## src/rtl/div32x32.sv

```systemverilog
`default_nettype none
// ============================================================================
//  Module      : div32x32
//  Description : Sequential unsigned WIDTH/WIDTH radix-2 restoring divider.
//                One quotient bit per clock, start/busy/done handshake,
//                quotient, remainder and divide-by-zero flag returned after
//                a fixed latency.
//  Revision    : 1.0 - initial release
// ============================================================================
module div32x32 #(
  parameter int WIDTH = 32
) (
  input  logic             clk,
  input  logic             reset,
  input  logic             start,
  input  logic [WIDTH-1:0] a,
  input  logic [WIDTH-1:0] b,
  output logic             busy,
  output logic             done,
  output logic [WIDTH-1:0] q,
  output logic [WIDTH-1:0] r,
  output logic             div_zero
);

  localparam int             CNT_W = $clog2(WIDTH);
  localparam logic [CNT_W-1:0] LAST_ITER = CNT_W'(WIDTH - 1);

  typedef enum logic [1:0] {
    IDLE = 2'd0,
    CALC = 2'd1,
    DONE = 2'd2
  } state_t;

  state_t             state;
  logic [CNT_W-1:0]   cnt;
  logic [WIDTH-1:0]   divisor;

  // q doubles as the dividend/quotient shift register and r as the partial
  // remainder, so the visible results are only meaningful outside CALC.
  logic [WIDTH:0]     trial_src;
  logic [WIDTH:0]     trial;

  // Trial subtraction is one bit wider than the operands so divisors above
  // 2^(WIDTH-1) still produce a correct borrow.
  always_comb begin
    trial_src = {r, q[WIDTH-1]};
    trial     = trial_src - {1'b0, divisor};
  end

  // Control FSM and datapath registers; all outputs are registered here.
  always_ff @(posedge clk) begin
    if (reset) begin
      state    <= IDLE;
      busy     <= 1'b0;
      done     <= 1'b0;
      q        <= '0;
      r        <= '0;
      div_zero <= 1'b0;
      cnt      <= '0;
      divisor  <= '0;
    end else begin
      case (state)
        IDLE: begin
          done <= 1'b0;
          if (start) begin
            busy <= 1'b1;
            if (b != '0) begin
              q        <= a;
              divisor  <= b;
              r        <= '0;
              cnt      <= '0;
              div_zero <= 1'b0;
              state    <= CALC;
            end else begin
              // Divide-by-zero short-circuits straight to the result cycle.
              q        <= '1;
              r        <= a;
              div_zero <= 1'b1;
              done     <= 1'b1;
              state    <= DONE;
            end
          end
        end
        CALC: begin
          q   <= {q[WIDTH-2:0], ~trial[WIDTH]};
          r   <= trial[WIDTH] ? trial_src[WIDTH-1:0] : trial[WIDTH-1:0];
          cnt <= cnt + 1'b1;
          if (cnt == LAST_ITER) begin
            done  <= 1'b1;
            state <= DONE;
          end
        end
        DONE: begin
          done  <= 1'b0;
          busy  <= 1'b0;
          state <= IDLE;
        end
        default: begin
          done  <= 1'b0;
          busy  <= 1'b0;
          state <= IDLE;
        end
      endcase
    end
  end

endmodule
`default_nettype wire

```

## config.mk

```make
export PLATFORM = sky130hd
export DESIGN_NAME = div32x32
export DESIGN_NICKNAME = d
export VERILOG_FILES = /design/src/rtl/div32x32.sv
export SDC_FILE = /design/constraint.sdc
export NUM_CORES = 1
export LEC_CHECK = 0
export CORE_MARGIN = 5
export CORE_UTILIZATION = 47
export CTS_CLUSTER_SIZE = 16
export DETAILED_ROUTE_END_ITERATION = 8
export GPL_ROUTABILITY_DRIVEN = 0
export PLACE_DENSITY = 0.77
export SYNTH_ARGS = -nofsm -noshare
export SYNTH_HDL_FRONTEND = slang
export SYNTH_SLANG_ARGS = --single-unit
```

## constraint.sdc

```tcl
create_clock -name clk -period 2.9 [get_ports clk]
set_input_delay 0.58 -clock clk [delete_from_list [all_inputs] [get_ports clk]]
set_output_delay 0.58 -clock clk [all_outputs]
set_load 0.02 [all_outputs]
```

==> metrics.txt <==
share of cells above drive strength 1 20.7%; total gr overflow 0; RSZ-0062 raised after global routing yes; GRT Total Usage 26.5%; clock network power share 17.9%; CTS Hold Bufs 0; final worst slack -0.160 ns; VDD IR max 0.000461 V; TritonCTS Buffers 9; die area 16,500 µm²; fin util 70.2%; Initial DRC Count 599; crit path kind flop to flop; Rows 43; footprint of the multi-input gates 4470 µm²; synthesized instance count 876; Die H 128 µm; clk_skew 0.00718 ns; Mapped Area 6580 µm²; Die Wd 128 µm; Switch Pwr 0.00280 W; leakage power total 3.91 nW; Slew HR 38.1%; First-pass DRT Iterations 5; worst-path maximum fanout 11; status finished, violations left; Register Area 2140 µm²; Fin Hold WS 0.452 ns; internal power 0.00424 W; initial antenna violation count 0; CP max stage delay 0.48 ns; CTS tree yes; drt wl/cell 18.4 µm; DRC 0; sequential share of the synthesized area 32.2%; Yosys top cell by area dfxtp_1; HP Class flop to flop; max-cap violations 0; Fin. Hold Viols 0; sequential share of power 24.8%; WL met2 11,300 µm; Post-DRT Antenna Nets 0; Critical Path Start Type flop; ys async rst share 0%; Crit path max-delay family compound AO/OA/AOI/OAI gates; HPWL after DPL 16,500 µm; H-tree Lvls 3; clock latency on the worst-skew pair 0.36 ns; top achievable clock speed 327 MHz; fin. max-slew vios 0; CTS clk-pin slew, worst paths 0.07 ns; syn_nets 978; Net Sw Frac 39.8%; CP arrival 3.36 ns; Period minus WS final 3.06 ns; Total Routed Length 23,300 µm; synth warn 0; Initial Util 47.6%; synthesis-to-finish area growth 47.4%; Yosys top cell area share 32.2%; Met1 Wirelength 8950 µm; io pins 134; crit path max-delay cell type a221o_2; number of diodes 0; WP buf/inv 3; Met3 Wirelength 1720 µm; worst path cell trace inv_1 -> ha_4 -> nand4_1 -> or4_4 -> a2bb2oi_2 -> and2_1 -> a221o_2 -> buf_12 -> buf_4 -> a2111oi_4 -> o31a_1; vias per inst 6.04; Netlist cell types 67; synthesized area per cell 7.51 µm²; vias in the first global route 7,079; global-route wire length before repair 35,400 µm; largest net degree at the start of global routing 78; CP endpoint kind flop; total number of vias 7,642; worst-margin pin slew 0.928 ns; synth top area cells dfxtp_1, a21oi_1, nand2_1; EDFF count, synth 0; Root Buffer clkbuf_16; final setup vio count 29; Main synth FF type dfxtp_1; pwr/cell area 725 nW/µm²; Period Utilization, post-route 106%; top sig layer met4; Gate power share 57.2%; Buffers on Ports 133; clock buffer depth 2; Total Nets Final 1,183; Filler cells 1,094; Seq cells post-synth 106; TritonCTS Sinks 106; violated checks setup timing; setup tns final -1.77 ns; worst path required time 3.20 ns; core area 13,800 µm²
-- worst min-delay path: cells and delay by family (launching register included) --
family | cells | cell delay [ns]
compound gates | 1 | 0.05
flops | 1 | 0.32
simple gates | 1 | 0.05
-- metrics by stage --
stage,worst slack (ns),instances,cell area [µm²],power [W]
floorplan,0.0141,876,6580,0.00386
global placement,-0.242,1244,8860,0.00507
CTS,0.00845,1260,9230,0.00645
global route,-0.243,1266,9700,0.00741
finish,-0.160,1266,9700,0.00704
detailed placement,-0.296,1244,8860,0.00512
-- registers in the layout, summed over array words and instances, names as in the netlist --
register,flops
div_zero,1
divisor,32
state,2
cnt,5
done,1
busy,1
q,32
r,32
-- final cells by class --
cell class              count  share of cell area [%]
clock buffers              12                    2.54
clock inverters             4                   0.529
inverters                  41                    1.59
multi-input cells         665                    46.0
flip-flops and latches    106                    22.0
well taps                 180                    2.32
repair buffers            258                    25.0
-- per-layer routing --
| metal | vias to the layer above | track usage (%) |
|---|---|---|
| li1 | 3586 | - |
| met1 | 3579 | 32.6 |
| met2 | 387 | 44.5 |
| met3 | 90 | 5.27 |
| met4 | 0 | 12.8 |
| met5 | - | 0 |
-- worst paths after layout --
check | start | to | slack [ns] | depth (start not counted)
max | divisor[12] | r[23] | -0.16 | 11
min | divisor[14] | divisor[14] | 0.45 | 2
max reg2reg | divisor[12] | r[23] | -0.16 | 11
min reg2reg | divisor[14] | divisor[14] | 0.45 | 2
-- cell usage after synthesis, types with 3 or more instances --
| cell | number |
|---|---|
| a211o_1 | 3 |
| a211oi_1 | 7 |
| a21o_1 | 15 |
| a21oi_1 | 131 |
| a221oi_1 | 11 |
| a22oi_1 | 3 |
| a31oi_1 | 4 |
| a41oi_1 | 3 |
| and3_1 | 5 |
| buf_1 | 3 |
| buf_2 | 7 |
| buf_4 | 3 |
| buf_6 | 3 |
| clkbuf_1 | 48 |
| dfxtp_1 | 106 |
| ha_1 | 34 |
| inv_1 | 41 |
| mux2i_1 | 15 |
| nand2_1 | 143 |
| nand2b_1 | 4 |
| nand3_1 | 13 |
| nand4_1 | 8 |
| nor2_1 | 60 |
| nor2b_1 | 4 |
| nor3_1 | 13 |
| nor3b_1 | 3 |
| nor4_1 | 13 |
| o2111ai_1 | 3 |
| o211ai_1 | 4 |
| o21a_1 | 6 |
| o21ai_0 | 28 |
| o21ai_1 | 24 |
| o21bai_1 | 6 |
| o221ai_1 | 31 |
| o31ai_1 | 5 |
| or2_2 | 3 |
| xnor2_1 | 13 |
| xor2_1 | 14 |
-- cells in the final DEF (no fill, tap or decap), types with 4 or more instances in the layout --
master           count
dfxtp_1             95
mux2i_1             14
and3_1               5
buf_6                4
o221ai_1            31
ha_4                15
nand2_4              6
a221oi_2             9
nor4_1              12
nand2_1            136
nand4_1              8
inv_2                4
clkdlybuf4s50_1    132
xnor2_1             13
dfxtp_2             11
a21oi_2              5
nor2b_1              4
nor2_1              56
a21oi_1            125
o211ai_1             4
ha_1                19
inv_1               37
xor2_1              14
o21ai_2              4
a211oi_1             7
a21o_1              15
buf_4              110
a31oi_1              4
o31ai_1              4
o21ai_0             19
clkbuf_16           11
buf_12               8
nor3_1              13
o21bai_1             6
o21a_1               6
o21ai_1             29
nand3_1             13
-- logic make-up (layout without fill, tap and decap cells) --
group | Yosys count | count (layout) | synth area share [%]
compound gates | 302 | 302 | 29.0
simple gates | 286 | 286 | 19.4
flops | 106 | 106 | 32.2
buf+inv | 105 | 315 | 6.63
fa+ha+maj | 35 | 35 | 6.77
xor+xnor | 27 | 27 | 3.59
mux | 15 | 15 | 2.28
-- repair_timing --
action	in CTS	in global routing
gates resized for setup	12	83
setup endpoints to repair	27	32
gates cloned	0	3
pin swaps	4	27
buffers inserted	0	3
-- power groups by stage --
stage          registers, W  logic (W)  clock network (W)
3_3_place_gp        0.00175    0.00331                  0
3_5_place_dp        0.00176    0.00336                  0
4_1_cts             0.00173    0.00345            0.00127
5_1_grt             0.00176    0.00431            0.00134
6_report            0.00175    0.00403            0.00126
2_1_floorplan       0.00188    0.00198                  0
Note: power is estimated with default switching activity, not from simulation.
